File: src/rtl/pixel_packer_if.sv
// Pixel-in / word-out bus of the pixel packer, plus its status outputs.
// Both streams use valid/ready: a beat transfers on a rising edge where valid && ready are both high.
// A producer holds its data stable while valid is high and not yet accepted.
interface pixel_packer_if;
   logic        i_start;
   logic [31:0] i_img_length;
   logic        i_pix_valid;
   logic [7:0]  i_pix_data;
   logic        o_pix_ready;
   logic        o_word_valid;
   logic [31:0] o_word_data;
   logic        i_word_ready;
   logic [31:0] o_img_data_length;
   logic [31:0] o_img_data_counter;
   logic        o_busy;
   logic        o_done;
   logic [1:0]  o_state_dbg;

   modport master (
      output i_start, i_img_length, i_pix_valid, i_pix_data, i_word_ready,
      input  o_pix_ready, o_word_valid, o_word_data, o_img_data_length,
             o_img_data_counter, o_busy, o_done, o_state_dbg
   );

   modport slave (
      input  i_start, i_img_length, i_pix_valid, i_pix_data, i_word_ready,
      output o_pix_ready, o_word_valid, o_word_data, o_img_data_length,
             o_img_data_counter, o_busy, o_done, o_state_dbg
   );
endinterface

File: src/rtl/pixel_packer.sv
// Packs a stream of byte pixels into 32-bit little-endian words (first pixel in [7:0]).
// A partial final word is zero-padded; the committed pixel counter advances on word acceptance.
module pixel_packer (
   input logic           clk,
   input logic           rst_n,
   pixel_packer_if.slave bus
);

   typedef enum logic [1:0] {
      ST_IDLE = 2'd0,
      ST_FILL = 2'd1,
      ST_OUT  = 2'd2,
      ST_DONE = 2'd3
   } state_e;

   state_e      state_q, state_d;
   logic [1:0]  lane_q, lane_d;
   logic [31:0] acc_q, acc_d;
   logic [31:0] word_q, word_d;
   logic [31:0] len_q, len_d;
   logic [31:0] cnt_q, cnt_d;

   logic        start_ok;
   logic        pix_fire;
   logic        word_fire;
   logic [31:0] acc_inc;
   logic        fill_last;

   assign start_ok  = bus.i_start && ((state_q == ST_IDLE) || (state_q == ST_DONE));
   assign pix_fire  = bus.i_pix_valid && (state_q == ST_FILL);
   assign word_fire = bus.i_word_ready && (state_q == ST_OUT);
   assign acc_inc   = acc_q + 32'd1;
   // The word closes on its fourth lane or on the image's last pixel.
   assign fill_last = (lane_q == 2'd3) || (acc_inc == len_q);

   always_ff @(posedge clk or negedge rst_n) begin
      if (!rst_n) begin
         state_q <= ST_IDLE;
      end else begin
         state_q <= state_d;
      end
   end

   always_comb begin
      state_d = state_q;
      case (state_q)
         ST_IDLE, ST_DONE: begin
            if (bus.i_start) begin
               state_d = (bus.i_img_length == 32'd0) ? ST_DONE : ST_FILL;
            end
         end
         ST_FILL: begin
            if (pix_fire && fill_last) begin
               state_d = ST_OUT;
            end
         end
         ST_OUT: begin
            // After acceptance the committed count equals acc_q.
            if (bus.i_word_ready) begin
               state_d = (acc_q >= len_q) ? ST_DONE : ST_FILL;
            end
         end
         default: state_d = ST_IDLE;
      endcase
   end

   always_comb begin
      bus.o_pix_ready  = (state_q == ST_FILL);
      bus.o_word_valid = (state_q == ST_OUT);
      bus.o_busy       = (state_q == ST_FILL) || (state_q == ST_OUT);
      bus.o_done       = (state_q == ST_DONE);
      bus.o_state_dbg  = state_q;
   end

   always_comb begin
      lane_d = lane_q;
      acc_d  = acc_q;
      word_d = word_q;
      len_d  = len_q;
      cnt_d  = cnt_q;
      if (start_ok) begin
         len_d  = bus.i_img_length;
         cnt_d  = 32'd0;
         lane_d = 2'd0;
         acc_d  = 32'd0;
         word_d = 32'd0;
      end else if (pix_fire) begin
         word_d[{lane_q, 3'b000} +: 8] = bus.i_pix_data;
         lane_d = (lane_q == 2'd3) ? 2'd3 : lane_q + 2'd1;
         acc_d  = acc_inc;
      end else if (word_fire) begin
         cnt_d  = acc_q;
         word_d = 32'd0;
         lane_d = 2'd0;
      end
   end

   always_ff @(posedge clk or negedge rst_n) begin
      if (!rst_n) begin
         lane_q <= 2'd0;
         acc_q  <= 32'd0;
         word_q <= 32'd0;
         len_q  <= 32'd0;
         cnt_q  <= 32'd0;
      end else begin
         lane_q <= lane_d;
         acc_q  <= acc_d;
         word_q <= word_d;
         len_q  <= len_d;
         cnt_q  <= cnt_d;
      end
   end

   assign bus.o_word_data        = word_q;
   assign bus.o_img_data_length  = len_q;
   assign bus.o_img_data_counter = cnt_q;

endmodule

File: src/flat_wrapper.sv
// flat-port wrapper written by rule: the top's interface ports become plain ports
module pixel_packer_flat 
  (clk, rst_n, bus_i_start, bus_i_img_length, bus_i_pix_valid, bus_i_pix_data, bus_i_word_ready, bus_o_pix_ready, bus_o_word_valid, bus_o_word_data, bus_o_img_data_length, bus_o_img_data_counter, bus_o_busy, bus_o_done, bus_o_state_dbg);
  pixel_packer_if bus_i ();
  input logic clk;
  input logic rst_n;
  input wire logic [$bits(bus_i.i_start)-1:0] bus_i_start;
  input wire logic [$bits(bus_i.i_img_length)-1:0] bus_i_img_length;
  input wire logic [$bits(bus_i.i_pix_valid)-1:0] bus_i_pix_valid;
  input wire logic [$bits(bus_i.i_pix_data)-1:0] bus_i_pix_data;
  input wire logic [$bits(bus_i.i_word_ready)-1:0] bus_i_word_ready;
  output wire logic [$bits(bus_i.o_pix_ready)-1:0] bus_o_pix_ready;
  output wire logic [$bits(bus_i.o_word_valid)-1:0] bus_o_word_valid;
  output wire logic [$bits(bus_i.o_word_data)-1:0] bus_o_word_data;
  output wire logic [$bits(bus_i.o_img_data_length)-1:0] bus_o_img_data_length;
  output wire logic [$bits(bus_i.o_img_data_counter)-1:0] bus_o_img_data_counter;
  output wire logic [$bits(bus_i.o_busy)-1:0] bus_o_busy;
  output wire logic [$bits(bus_i.o_done)-1:0] bus_o_done;
  output wire logic [$bits(bus_i.o_state_dbg)-1:0] bus_o_state_dbg;
  assign bus_i.i_start = bus_i_start;
  assign bus_i.i_img_length = bus_i_img_length;
  assign bus_i.i_pix_valid = bus_i_pix_valid;
  assign bus_i.i_pix_data = bus_i_pix_data;
  assign bus_i.i_word_ready = bus_i_word_ready;
  assign bus_o_pix_ready = bus_i.o_pix_ready;
  assign bus_o_word_valid = bus_i.o_word_valid;
  assign bus_o_word_data = bus_i.o_word_data;
  assign bus_o_img_data_length = bus_i.o_img_data_length;
  assign bus_o_img_data_counter = bus_i.o_img_data_counter;
  assign bus_o_busy = bus_i.o_busy;
  assign bus_o_done = bus_i.o_done;
  assign bus_o_state_dbg = bus_i.o_state_dbg;
  pixel_packer u_core (.clk(clk), .rst_n(rst_n), .bus(bus_i));
endmodule
File: config.mk
export PLATFORM = sky130hd
export DESIGN_NAME = pixel_packer_flat
export DESIGN_NICKNAME = d
export VERILOG_FILES = /design/src/rtl/pixel_packer_if.sv /design/src/rtl/pixel_packer.sv /design/src/flat_wrapper.sv
export SDC_FILE = /design/constraint.sdc
export NUM_CORES = 1
export LEC_CHECK = 0
export BUFFER_PORTS_ARGS = -buffer_cell sky130_fd_sc_hd__buf_2
export CAP_MARGIN = 20
export CORE_UTILIZATION = 45
export DETAILED_ROUTE_END_ITERATION = 12
export PLACE_DENSITY = 0.69
export SLEW_MARGIN = 40
export SYNTH_ARGS = -nofsm -noshare
export SYNTH_HDL_FRONTEND = slang
export SYNTH_SLANG_ARGS = --single-unit
export TNS_END_PERCENT = 20
File: constraint.sdc
create_clock -name clk -period 3.3 [get_ports clk]
set_input_delay 0.165 -clock clk [delete_from_list [all_inputs] [get_ports clk]]
set_output_delay 0.165 -clock clk [all_outputs]
set_load 0.005 [all_outputs]
==> metrics.md <==
| Metric | Value |
|---|---|
| Outcome | `finished, final reports clean` |
| Most frequent CP cell | `sky130_fd_sc_hd__or4_4` |
| Global-route wire length before repair | `about 32,000 um` |
| Global-route congestion overflow total | `0` |
| Initial Utilization | `45.9%` |
| CP arrival | `3.42 ns` |
| Int Pwr | `0.00411 W` |
| Number of enable-type register cells in the synthesized netlist | `0` |
| Setup WS pre-CTS | `between 0.2 and 0.25 ns` |
| Most frequent cell after synthesis | `sky130_fd_sc_hd__dfrtp_1` |
| Setup slack after layout | `0.185 ns` |
| Total number of vias | `~6,300` |
| Number of maximum-capacitance violations | `0` |
| Antenna viol nets, final | `0` |
| Net switching power | `0.00248 W` |
| Worst slew slack as a fraction of its limit | `45.9%` |
| Die W | `roughly 130 um` |
| Share of layout cells above drive strength 1 | `23.6%` |
| Power per cell area | `712 mW/mm2` |
| Global-route total usage across every layer | `approximately 26%` |
| Leading post-synthesis cells by cell area | `sky130_fd_sc_hd__dfrtp_1 (45%), sky130_fd_sc_hd__a22o_1 (7.7%), sky130_fd_sc_hd__ha_1 (7.6%)` |
| Final routed wire length divided by cell count | `about 18 um` |
| Final net count | `1,014` |
| Cell count after synthesis | `743` |
| Clock-pin transition on the worst setup and hold timing paths | `0.06 ns` |
| Worst Path Required | `3.61 ns` |
| Sequential-to-total area share from yosys stat | `between 40% and 50%` |
| Met1 global-route usage | `36.0%` |
| Clock H-tree levels | `4` |
| Reg power frac | `33.7%` |
| Comb power frac | `35.7%` |
| Non-filler cells in the finished layout | `between 1,000 and 1,500` |
| Setup Crit Path Kind | `flip-flop to flip-flop` |
| Overall power after layout | `0.00659 W` |
| Num CTS Buffers | `17` |
| Number of fill cells in the layout | `about 1,400` |
| Cell count after placement | `1,092` |
| Share of flip-flops with an asynchronous set or reset after synthesis | `100%` |
| Min-Delay Path Class | `primary input to flip-flop` |
| Crit start category | `flip-flop` |
| Leakage power total | `4.62 nW` |
| Stage delay of the slowest cell on the critical path | `0.52 ns` |
| WP buf/inv | `0` |
| Number of clock sinks seen by CTS | `around 130` |
| Drc violations | `0` |
| Final hold violation count | `0` |
| Unrepaired setup endpoints after global routing | `false` |
| Average size of a mapped cell | `9.78 um2` |
| Critical-path top delay cell | `sky130_fd_sc_hd__or4_4` |
| Busiest layer in global routing | `met2` |
| Critical Path Sink Type | `flip-flop` |
| Clock Root Buffer | `sky130_fd_sc_hd__clkbuf_16` |
| Final setup violation count | `0` |
| Half-perimeter wire length after detailed placement | `14,700 um` |
| Most numerous cell types in the synthesized netlist | `sky130_fd_sc_hd__dfrtp_1 (132), sky130_fd_sc_hd__nand2_1 (68), sky130_fd_sc_hd__a22o_1 (64), sky130_fd_sc_hd__nor2_1 (55), sky130_fd_sc_hd__o21ai_0 (50)` |
| Ratio of final minimum period to clock period | `94.4%` |
| Ordered list of cells on the worst path | `nand3_2, or4_4, or4_4, or3_4, a2111oi_4, a31oi_1, mux2_4` |
| Category of cells accounting for the largest share of critical-path delay | `simple AND/OR/NAND/NOR gates` |
| Synthesis-to-finish area growth | `27.6%` |
| Top fanout value on the critical path | `7` |
| CTS tree | `done` |
| Total wire length after detailed routing | `20,400 um` |
| Met3 Resource Use GR | `under 10%` |
| Cell area after synthesis | `0.00726 mm2` |
| Height of the die | `about 130 um` |
| Number of warnings reported in the yosys synthesis log | `0` |
| Number of antenna violations at the first check in global routing | `0` |
| Number of search-and-repair iterations in the first detailed-routing pass | `5` |
| Number of buffers inserted by port buffering | `146` |
| Clock skew after layout | `0.00679 ns` |
| Switching part of the total power | `~38%` |
| I/O Pins | `147` |
| Maximum number of pins on one net before global-route repair | `93` |
| Weighted congestion at the end of routability-driven global placement | `0.869` |
| Clock latency of the later-clocked register in the worst-skew pair | `0.43 ns` |
| Yosys top cell by area | `sky130_fd_sc_hd__dfrtp_1` |
| Share of the synthesized area in the top cell type | `between 40% and 50%` |
| Post-route minimum period | `~3.1 ns` |
| Initial DRC Count | `423` |
| Die footprint | `between 0.015 and 0.02 mm2` |
| Met2 Use GR | `between 30% and 40%` |
| Final cell utilization of the core | `58.5%` |
| Number of global-route vias before repair | `6,085` |
| Max frequency | `321 MHz` |
| Distinct cells, synth | `60` |
| Synthesized flop and latch total | `between 100 and 150` |
| Most used flip-flop cell after synthesis | `sky130_fd_sc_hd__dfrtp_1` |
| Setup TNS Final | `0 ns` |
| Slew of the pin with the lowest slew margin | `0.811 ns` |
| Clk buf depth | `2` |
| Number of diodes added for antenna fixing | `0` |
| Vias per cell | `5.49` |
| Post-synth net total | `832` |
| Total count of max-transition violations in the final report | `0` |
| Core area | `0.0158 mm2` |
| Standard-cell rows | `46` |
| Maximum vdd ir drop | `0.000412 V` |
| Power share of the clock group | `30.6%` |
-- registers in the layout, summed over array words and instances, names as in the netlist --
register                       flops
u_core.acc_q                      32
u_core.bus.o_img_data_counter     32
u_core.bus.o_img_data_length      32
u_core.bus.o_word_data            32
u_core.lane_q                      2
u_core.bus.o_state_dbg             2
-- layer usage --
metal	vias to the layer above	share of wire, %
li1	3043	-
met1	3058	47
met2	192	44
met3	38	5.3
met4	0	3.0
met5	-	0
-- worst paths after layout --
| path | endpoint | depth (start not counted) | start | slack (ns) |
|---|---|---|---|---|
| worst max-delay path | u_core.bus.o_state_dbg[1] | 7 | u_core.acc_q[7] | 0.19 |
| worst min-delay path | u_core.bus.o_img_data_length[24] | 3 | bus_i_img_length[24] | 0.003 |
| worst max register to register | u_core.bus.o_state_dbg[1] | 7 | u_core.acc_q[7] | 0.19 |
| worst min register to register | u_core.bus.o_word_data[17] | 1 | u_core.bus.o_word_data[17] | 0.49 |
| max in group asynchronous | u_core.acc_q[18] | 3 | rst_n | 2.17 |
| min in group asynchronous | u_core.bus.o_word_data[5] | 2 | rst_n | 0.24 |
-- worst min-delay path, delay by kind of cell --
kind	cells	cell delay [ns]
simple gates	1	0.06
buf+inv	1	0.09
compound gates	1	0.07
-- power groups by stage --
stage,Combinational [W],Sequential (W),Clock (W)
after detailed placement,0.00231,0.00224,0
after floorplan,0.00144,0.00219,0
after global placement,0.00230,0.00224,0
final,0.00236,0.00222,0.00202
after global routing,0.00264,0.00226,0.00212
after CTS,0.00236,0.00222,0.00204
-- area by class of cell --
| cell class | instances | area (um2) | share of cell area [%] |
|---|---|---|---|
| Clock buffer | 17 | 425 | 4.59 |
| Multi-Input combinational cell | 529 | 3650 | 39.4 |
| Sequential cell | 132 | 3300 | 35.7 |
| Tap cell | 216 | 270 | 2.92 |
| Timing Repair Buffer | 205 | 1260 | 13.6 |
| Inverter | 40 | 150 | 1.62 |
| Clock inverter | 15 | 205 | 2.21 |
-- cell usage in the layout, fill, tap and decap left out, drive strengths merged, types with 14 or more instances in the layout --
master       count
nand2           68
nand4           17
nand3           25
nor3            15
dfrtp          132
buf            175
xnor2           32
nor2            55
clkbuf          17
xor2            33
ha              44
a21oi           20
o21ai           50
a22o            64
and3            14
inv             42
dlygate4sd3     30
-- through the flow --
stage                     area [um2]  hold slack (ns)
after floorplan                 7260           -0.131
after global placement          8330            0.173
after detailed placement        8330            0.180
after CTS                       9260          0.00101
after global routing            9270           0.0117
final                           9270          0.00283
-- kinds of logic (layout without fill, tap and decap cells) --
family	after synthesis	after routing	share of synthesized area, %
adders and majority gates	44	44	7.58
muxes	2	2	0.344
AOI/OAI and AO/OA	183	183	18.0
and+or+nand+nor	235	235	16.2
buffers and inverters	82	277	4.50
xor gates and xnor gates	65	65	7.84
DFF	132	132	45.5
-- what timing repair did --
action                                  CTS  global route
hold endpoints to repair                 72             0
hold buffers                             30             0
gates resized for setup                   0             1
endpoints found under the setup margin    0             1
buffers inserted                          0             0
Power figures use the tool's default switching activity.
